**src/rtl/snake_body_stream.sv**
```systemverilog
`default_nettype none
// ============================================================================
// Module      : snake_body_stream
// Description : Snake game body store and segment streamer. The body is kept
//               as a head coordinate plus a chain of per-segment directions
//               (dir_mem). Segments are replayed continuously, one per clock,
//               by walking the chain from the head with a running accumulator.
//               Between passes a one-cycle GAP decides whether a pending move
//               is applied in a one-cycle MOVE slot.
// Revision    : 1.0 - initial release
// ----------------------------------------------------------------------------
// Ports:
//   clk           in   1  clock
//   rst_n         in   1  asynchronous active-low reset
//   game_rst_n    in   1  synchronous active-low game restart
//   tick          in   1  move-request pulse (merged until applied)
//   grow          in   1  grow-request pulse (merged until applied)
//   turn_valid    in   1  heading request strobe
//   turn_dir      in   2  requested heading (0:+y 1:-y 2:+x 3:-x)
//   snake_head_x  out  5  current head column
//   snake_head_y  out  4  current head row
//   snake_x       out  5  streamed segment column
//   snake_y       out  4  streamed segment row
//   snake_dir     out  2  direction from streamed segment toward the next one
//   snake_first   out  1  streamed segment is the head
//   snake_last    out  1  streamed segment is the tail
//   snake_valid   out  1  stream outputs carry a segment this cycle
//   length        out  6  body length in segments
//   failure       out  1  sticky: wall hit or self collision
//   success       out  1  sticky: body reached MAX_LEN
// ============================================================================
module snake_body_stream #(
  parameter int GAME_WIDTH  = 18,
  parameter int GAME_HEIGHT = 13,
  parameter int MAX_LEN     = 32
) (
  input  logic       clk,
  input  logic       rst_n,
  input  logic       game_rst_n,
  input  logic       tick,
  input  logic       grow,
  input  logic       turn_valid,
  input  logic [1:0] turn_dir,
  output logic [4:0] snake_head_x,
  output logic [3:0] snake_head_y,
  output logic [4:0] snake_x,
  output logic [3:0] snake_y,
  output logic [1:0] snake_dir,
  output logic       snake_first,
  output logic       snake_last,
  output logic       snake_valid,
  output logic [5:0] length,
  output logic       failure,
  output logic       success
);

  localparam int IW = (MAX_LEN > 1) ? $clog2(MAX_LEN) : 1;

  localparam logic [4:0] c_start_x   = 5'd4;
  localparam logic [3:0] c_start_y   = 4'd7;
  localparam logic [1:0] c_start_dir = 2'd2;
  localparam logic [5:0] c_start_len = 6'd3;
  localparam logic [1:0] c_body_dir  = 2'd3;
  localparam logic [4:0] c_x_hi      = 5'(GAME_WIDTH + 1);
  localparam logic [3:0] c_y_hi      = 4'(GAME_HEIGHT + 1);
  localparam logic [5:0] c_max_len   = 6'(MAX_LEN);

  typedef enum logic [1:0] {
    ST_STREAM = 2'd0,
    ST_GAP    = 2'd1,
    ST_MOVE   = 2'd2
  } state_t;

  state_t          r_state;
  logic [IW-1:0]   r_idx;
  logic [4:0]      r_acc_x;
  logic [3:0]      r_acc_y;
  logic [4:0]      r_head_x;
  logic [3:0]      r_head_y;
  logic [1:0]      r_heading;
  logic            r_move_pend;
  logic            r_grow_pend;
  logic            r_hit;
  logic [1:0]      r_dir_mem [MAX_LEN];

  logic [1:0]      w_seg_dir;
  logic [4:0]      w_acc_nx;
  logic [3:0]      w_acc_ny;
  logic [4:0]      w_new_x;
  logic [3:0]      w_new_y;
  logic            w_last;
  logic            w_hit_now;
  logic            w_out;
  logic            w_turn_ok;
  logic            w_grow_ok;
  logic [1:0]      w_back_dir;

  assign snake_head_x = r_head_x;
  assign snake_head_y = r_head_y;

  assign w_seg_dir  = r_dir_mem[r_idx];
  assign w_last     = (6'(r_idx) == (length - 6'd1));
  // Segment 0 is the head itself; only later segments can collide with it.
  assign w_hit_now  = (r_idx != '0) && (r_acc_x == r_head_x) && (r_acc_y == r_head_y);
  assign w_out      = (w_new_x == 5'd0) || (w_new_x == c_x_hi) ||
                      (w_new_y == 4'd0) || (w_new_y == c_y_hi);
  // A reversal would drive the head straight into segment 1, so it is refused.
  assign w_turn_ok  = turn_valid && (turn_dir != {r_heading[1], ~r_heading[0]});
  assign w_grow_ok  = r_grow_pend && (length < c_max_len);
  // The old head becomes segment 1, which lies opposite to the heading taken.
  assign w_back_dir = {r_heading[1], ~r_heading[0]};

  // Unit steps: accumulator walk along the body and head advance.
  always_comb begin
    w_acc_nx = r_acc_x;
    w_acc_ny = r_acc_y;
    case (w_seg_dir)
      2'd0:    w_acc_ny = r_acc_y + 4'd1;
      2'd1:    w_acc_ny = r_acc_y - 4'd1;
      2'd2:    w_acc_nx = r_acc_x + 5'd1;
      default: w_acc_nx = r_acc_x - 5'd1;
    endcase
    w_new_x = r_head_x;
    w_new_y = r_head_y;
    case (r_heading)
      2'd0:    w_new_y = r_head_y + 4'd1;
      2'd1:    w_new_y = r_head_y - 4'd1;
      2'd2:    w_new_x = r_head_x + 5'd1;
      default: w_new_x = r_head_x - 5'd1;
    endcase
  end

  // Direction chain: shifts toward the tail on every successful move. Entries
  // beyond the current length are don't-care and simply fall off the end.
  always_ff @(posedge clk or negedge rst_n) begin
    if (!rst_n) begin
      for (int k = 0; k < MAX_LEN; k++) r_dir_mem[k] <= c_body_dir;
    end else if (!game_rst_n) begin
      for (int k = 0; k < MAX_LEN; k++) r_dir_mem[k] <= c_body_dir;
    end else if ((r_state == ST_MOVE) && !w_out) begin
      for (int k = MAX_LEN - 1; k > 0; k--) r_dir_mem[k] <= r_dir_mem[k-1];
      r_dir_mem[0] <= w_back_dir;
    end
  end

  // Control FSM, game state and registered stream outputs.
  always_ff @(posedge clk or negedge rst_n) begin
    if (!rst_n) begin
      r_state     <= ST_STREAM;
      r_idx       <= '0;
      r_acc_x     <= c_start_x;
      r_acc_y     <= c_start_y;
      r_head_x    <= c_start_x;
      r_head_y    <= c_start_y;
      r_heading   <= c_start_dir;
      r_move_pend <= 1'b0;
      r_grow_pend <= 1'b0;
      r_hit       <= 1'b0;
      length      <= c_start_len;
      failure     <= 1'b0;
      success     <= 1'b0;
      snake_x     <= '0;
      snake_y     <= '0;
      snake_dir   <= '0;
      snake_first <= 1'b0;
      snake_last  <= 1'b0;
      snake_valid <= 1'b0;
    end else if (!game_rst_n) begin
      r_state     <= ST_STREAM;
      r_idx       <= '0;
      r_acc_x     <= c_start_x;
      r_acc_y     <= c_start_y;
      r_head_x    <= c_start_x;
      r_head_y    <= c_start_y;
      r_heading   <= c_start_dir;
      r_move_pend <= 1'b0;
      r_grow_pend <= 1'b0;
      r_hit       <= 1'b0;
      length      <= c_start_len;
      failure     <= 1'b0;
      success     <= 1'b0;
      snake_x     <= '0;
      snake_y     <= '0;
      snake_dir   <= '0;
      snake_first <= 1'b0;
      snake_last  <= 1'b0;
      snake_valid <= 1'b0;
    end else begin
      if (w_turn_ok) r_heading <= turn_dir;
      if (tick)      r_move_pend <= 1'b1;
      if (grow)      r_grow_pend <= 1'b1;

      case (r_state)
        ST_STREAM: begin
          snake_x     <= r_acc_x;
          snake_y     <= r_acc_y;
          snake_dir   <= w_seg_dir;
          snake_first <= (r_idx == '0);
          snake_last  <= w_last;
          snake_valid <= 1'b1;
          r_acc_x     <= w_acc_nx;
          r_acc_y     <= w_acc_ny;
          if (w_last) begin
            // Collision is reported only once the whole body has been seen.
            failure <= failure | r_hit | w_hit_now;
            r_hit   <= 1'b0;
            r_idx   <= '0;
            r_state <= ST_GAP;
          end else begin
            r_hit <= r_hit | w_hit_now;
            r_idx <= r_idx + 1'b1;
          end
        end

        ST_GAP: begin
          snake_valid <= 1'b0;
          snake_first <= 1'b0;
          snake_last  <= 1'b0;
          r_acc_x     <= r_head_x;
          r_acc_y     <= r_head_y;
          if (r_move_pend && !failure && !success) r_state <= ST_MOVE;
          else                                     r_state <= ST_STREAM;
        end

        ST_MOVE: begin
          snake_valid <= 1'b0;
          snake_first <= 1'b0;
          snake_last  <= 1'b0;
          // A pulse landing in this very cycle belongs to the next move.
          r_move_pend <= tick;
          r_grow_pend <= grow;
          if (w_out) begin
            failure <= 1'b1;
            r_acc_x <= r_head_x;
            r_acc_y <= r_head_y;
          end else begin
            r_head_x <= w_new_x;
            r_head_y <= w_new_y;
            r_acc_x  <= w_new_x;
            r_acc_y  <= w_new_y;
            if (w_grow_ok) begin
              length <= length + 6'd1;
              if ((length + 6'd1) == c_max_len) success <= 1'b1;
            end
          end
          r_state <= ST_STREAM;
        end

        default: begin
          r_state <= ST_STREAM;
          r_idx   <= '0;
        end
      endcase
    end
  end

endmodule
`default_nettype wire

```
**config.mk**
```make
export PLATFORM = sky130hd
export DESIGN_NAME = snake_body_stream
export DESIGN_NICKNAME = d
export VERILOG_FILES = /design/src/rtl/snake_body_stream.sv
export SDC_FILE = /design/constraint.sdc
export NUM_CORES = 1
export LEC_CHECK = 0
export CAP_MARGIN = 40
export CORE_UTILIZATION = 31
export CTS_CLUSTER_DIAMETER = 100
export CTS_CLUSTER_SIZE = 24
export DETAILED_ROUTE_END_ITERATION = 6
export HOLD_SLACK_MARGIN = 0.1
export PLACE_DENSITY = 0.47
export RECOVER_POWER = 25
export SLEW_MARGIN = 20
export SYNTH_ARGS = -nofsm -noshare
export SYNTH_HDL_FRONTEND = slang
export SYNTH_SLANG_ARGS = --single-unit
```
**constraint.sdc**
```tcl
create_clock -name clk -period 10.2 [get_ports clk]
set_clock_uncertainty 0.15 [all_clocks]
set_input_delay 1.02 -clock clk [delete_from_list [all_inputs] [get_ports clk]]
set_output_delay 1.02 -clock clk [all_outputs]
set_load 0.02 [all_outputs]
```
* Word level (Yosys, flattened, before mapping) *
Index checks and enable logic that the tools add are counted.

word-level totals
  input port bits = 8
  word-level logic and storage cells = 189
  register bits after elaboration = 116
  output and inout bits = 31

cells by class
  $lt $le $gt $ge = 2
  multiplexer cells = 62
  reductions and logical operators = 28
  bitwise operators = 5
  $add $sub $neg = 11
  eq/ne operators = 30

operator list
  operator               number
  $mux W64               2
  $mux W5                8
  $pmux W5 S2            3
  $mux W4                6
  $mux W6                4
  $mux W1                20
  $mux W2                9
  $pmux W4 S2            2
  $add A5 B1 Y5 const B  3
  $pmux W5 S3            1
  $ne A2 B1 Y1 const B   6
  $pmux W4 S3            1
  $bmux W2 S5            1
  $logic_not A5 Y1       2
  $sub A5 B1 Y5 const B  2
  $ne A3 B1 Y1 const B   3
  $ne A3 B3 Y1 const B   3
  $add A4 B1 Y4 const B  2
  $pmux W1 S2            4
  $sub A4 B1 Y4 const B  2
  $logic_and A1 B1 Y1    7
  $add A6 B1 Y6 const B  1
  $eq A2 B1 Y1 const B   3
  $eq A2 B2 Y1 const B   3
  other kinds (27)       40

* Depth between registers and ports, before layout *
  word-level depth = 11
  depth in mapped cells = 15
  gate-level depth less buffers = 13

* Worst setup path before layout *
No wires, ideal clock.

  path kind = reg-to-reg
  from = register r_heading[1]
  to = register r_acc_y[3]
  data required time = 9928 ps
  library setup time = 122 ps
  arrival time = 3639 ps
  buffers on the path = 2
  clock period less this slack = 3910 ps
  path slack = 6290 ps
  cell stages (with the launch flop) = 13
  cells stage by stage = dfstp_2 clkbuf_1 clkbuf_1 nand2b_1 ha_1 and3b_1 nor3_1 nand3b_1 xor2_1 mux2i_1 a31oi_1 a221o_1 a32o_1

on the way
  longest elaborated chain between the ends = 10
  elaborated cells between the ends (all ways) = 16
  classes of those cells = eq/ne (4); mux (5); reduce/logical (7)

RTL lines
  item                                              RTL line  text
  start, declared                                   80        logic [1:0] r_heading;
  start signal, assigned                            155       r_heading <= c_start_dir;
  start signal, assigned                            175       r_heading <= c_start_dir;
  start signal, assigned                            189       if (w_turn_ok) r_heading <= turn_dir;
  $eq A2 B1 Y1 or $logic_not A2 Y1 (tied branches)  125       case (r_heading)
  $reduce_or A2 Y1 (no line)                        n/a
  $pmux W5 S2                                       125
  $eq A5 B5 Y1 or $logic_not A5 Y1 (tied branches)  105       assign w_out = (w_new_x == 5'd0) || (w_new_x == c_x_hi) ||
  $logic_or A1 B1 Y1 (2 in a row)                   105
  $logic_or A1 B1 Y1                                106       (w_new_y == 4'd0) || (w_new_y == c_y_hi);
  $mux W4 *                                         n/a
  $pmux W4 S3 *                                     193       case (r_state)
  $mux W4 *                                         168       end else if (!game_rst_n) begin
  end signal, assigned                              172       r_acc_y <= c_start_y;
  end signal, assigned                              202       r_acc_y <= w_acc_ny;
  end signal, assigned                              220       r_acc_y <= r_head_y;
  end, declared                                     77        logic [3:0] r_acc_y;

Every way passes the cells marked *; elsewhere a longest branch is shown, timed or not.
A chain may end at the register's enable or synchronous reset.

* Worst setup path in the final report *
  from = register r_heading[1]
  to = register length[3]

on the way
  longest elaborated chain between the ends = 9
  elaborated cells between the ends (all ways) = 15
  classes of those cells = eq/ne (5); mux (2); reduce/logical (8)

RTL lines
  item                                              RTL line  text
  $eq A2 B1 Y1 or $logic_not A2 Y1 (tied branches)  125
  $reduce_or A2 Y1 (no line)                        n/a
  $pmux W5 S2                                       125
  $eq A5 B5 Y1 or $logic_not A5 Y1 (tied branches)  105
  $logic_or A1 B1 Y1 (2 in a row)                   105
  $logic_or A1 B1 Y1 *                              106
  $ne A2 B2 Y1 (no line) *                          n/a
  $reduce_and A3 Y1 (no line) *                     n/a
  end signal, assigned                              159       length <= c_start_len;
  end signal, assigned                              179       length <= c_start_len;
  end signal, assigned                              242       length <= length + 6'd1;
  end, declared                                     52        output logic [5:0] length,

Marks and branches as above.

==> metrics <==
Worst-Margin Slew=3.181 ns; final net count=773; max_slew headroom=-1.120; placed cells=1,000; Antenna Cells=0; area leader, netlist=dfstp_2; GRT met1 Usage=0.2267; Mapped Cells=726; count of cell types in the netlist=64; die width=148.0 um; DR WL/cell=16.88 um; # DRC=0; CP Class=reg -> reg; CTS max path bufs=2; status=finished with violations; Sink Count=116; GRT Max-Usage Layer=met2; Total Die Area=21,900 um^2; asr flop ratio synth=1.000; post-synth top area share=0.2983; mean number of vias per cell=5.215; initial core utilization=0.3153; DR vias=5,387; FP Rows=53; DRT antenna net count=0; f_max=209.9 MHz; failing checks=capacitance limit, slew limit; Post-synth EDFFs=0; Post-synth top flop=dfstp_2; Final Hold Viols=0; worst-path maximum fanout=43; Static Leakage=3.371 nW; CP Capture Type=flip-flop; setup TNS=0 ns; Core Region=20,960 um^2; worst skew pair latency=0.42 ns; CTS root buf=clkbuf_16; Synth-to-Final Area Change=18.14%; top post-synthesis cells by area=dfstp_2, dfrtp_1, nand2_1; initial antenna violation count=0; Hold Path Class=reg -> reg; most frequent cells in the layout=nand2_1, nand3_1, dfstp_2, nor2_1, dfrtp_1; Resize count post-CTS=0; largest family of logic cells by synthesized area=simple AND/OR/NAND/NOR gates; DIE HEIGHT=148.0 um; maxcap violations=2; CP Data Arrival Time=4.95 ns; multi-input logic area=3297 um^2; placed inst area=7223 um^2; synthesis-stage register bit count=116; Crit path required time=10.38 ns; CTS tree=yes; post-layout instance area=7805 um^2; Simple-Gate Fraction of Synth Area=0.2328; Pwr Total=1.699 mW; final max-slew violation count=114; drt pass-1 iters=7; Iteration-0 DRC Markers=355; WL final=17.43 mm; non-filler instance count after layout=1,033; CTS clk-pin slew, worst paths=0.06 ns; worst hold margin=0.3385 ns; post-place setup slack=5.472 ns; syn_area_per_cell=9.100 um^2; first-pass GRT wire length=29.24 mm; Overall Global Routing Usage=0.1700; gpl congestion=0.8157; HPWL after DPL=11.53 mm; largest net degree at the start of global routing=74; hold buffers post-CTS=0; crit path launch type=flip-flop; clock period minus worst slack=4.765 ns; Final Setup Violations=0; met3 usage=0.04043; YS warnings=0; PwrDens=217.7 nW/um^2; Tcrit/Tclk final=0.4671; setup bufs post-CTS=0; most common cell after layout, fill and taps aside=nand2_1; Sequential Area=2997 um^2; H-tree depth=4; gr ovfl total=0; post-synthesis instance area=6606 um^2; IR drop worst, VDD=0.0001141 V; final core occ=0.3725; GR Layer Usage met2=0.2765; Synth Area in Adders=0.04129; Net Count, Synth=754; CTS Buf Count=17; input/output buffers=38; fill cell total of the finished layout=2,166; IO Pins=39; layout cells sized above 1=0.1715; sequential cell area fraction in the yosys report=0.4536; RSZ-0062 raised after global routing=no; vias in the first global route=5,410; mux cell area share after synthesis=0.07614; area share of xor/xnor cells in the synthesized design=0.03314; Compound-Gate Fraction of Synth Area=0.1155; worst setup margin=5.435 ns
[per-layer routing]
layer	vias to the layer above	share of wire
li1	2584	-
met1	2696	0.47
met2	96	0.49
met3	11	0.038
met4	0	0.0074
met5	-	0
[cells by family after synthesis]
group                      after synthesis
AOI/OAI and AO/OA                      115
xor gates and xnor gates                25
adders and majority gates               20
buffers and inverters                   74
DFF                                    116
muxes                                   45
and+or+nand+nor                        331
[Yosys cell counts, drive strengths merged, types with 4 or more instances]
cell	count
a211oi	8
a21o	5
a21oi	26
a22oi	12
a31oi	5
buf	18
clkbuf	30
dfrtp	41
dfstp	75
ha	17
inv	24
mux2i	39
mux4	4
nand2	148
nand3	85
nand3b	4
nand4	6
nor2	42
nor2b	6
nor3	8
nor4	5
o21ai	27
o31ai	7
or3	5
xnor2	11
xor2	14
[power by group]
part	internal, mW	switching [mW]	leakage, nW
combinational	0.213	0.275	1.76
clock	0.360	0.234	0.271
sequential	0.540	0.0771	1.34
[layout make-up]
| class | count | area share |
|---|---|---|
| repair buffers | 48 | 0.06204 |
| inverters | 26 | 0.01250 |
| multi-input cells | 536 | 0.4224 |
| clock inverters | 15 | 0.02052 |
| flip-flops and latches | 116 | 0.3839 |
| clock buffers | 17 | 0.05450 |
| well taps | 275 | 0.04408 |
[sequential cells by signal, summed over array words and instances, names as in the netlist]
signal and cells:
snake_first 1, r_acc_y 4, snake_valid 1, r_hit 1, success 1, snake_head_y 4
r_acc_x 5, r_move_pend 1, r_dir_mem 64, r_state 2, snake_y 4, snake_x 5
r_grow_pend 1, snake_head_x 5, r_idx 5, failure 1, r_heading 2, snake_dir 2
snake_last 1, length 6
[worst max-delay path: stages (launching register included)]
cell      delay (ns)
dfstp_2         0.76
nand2b_1        0.21
ha_1            0.37
and3b_1         0.20
nor3_1          0.17
nand3b_1        0.15
xor2_1          0.34
mux2i_1         0.66
nand3_4         0.48
buf_4           0.45
or4_1           0.55
a21oi_1         0.16
[worst paths after layout]
kind                                                start                     endpoint  slack (ns)  cells after the start
worst min-delay path            r_dir_mem[31]$_DFFE_PN1P_    r_dir_mem[29]$_DFFE_PN1P_        0.34                      2
worst min register to register  r_dir_mem[31]$_DFFE_PN1P_    r_dir_mem[29]$_DFFE_PN1P_        0.34                      2
max in group asynchronous                           rst_n  snake_head_y[3]$_DFFE_PN0P_        6.20                      2
worst max register to register   r_heading[1]$_DFFE_PN1P_        length[3]$_DFFE_PN0P_        5.44                     11
min in group asynchronous                           rst_n  snake_head_x[1]$_DFFE_PN0P_        0.36                      1
worst max-delay path             r_heading[1]$_DFFE_PN1P_        length[3]$_DFFE_PN0P_        5.44                     11
Note: power is estimated with default switching activity, not from simulation.
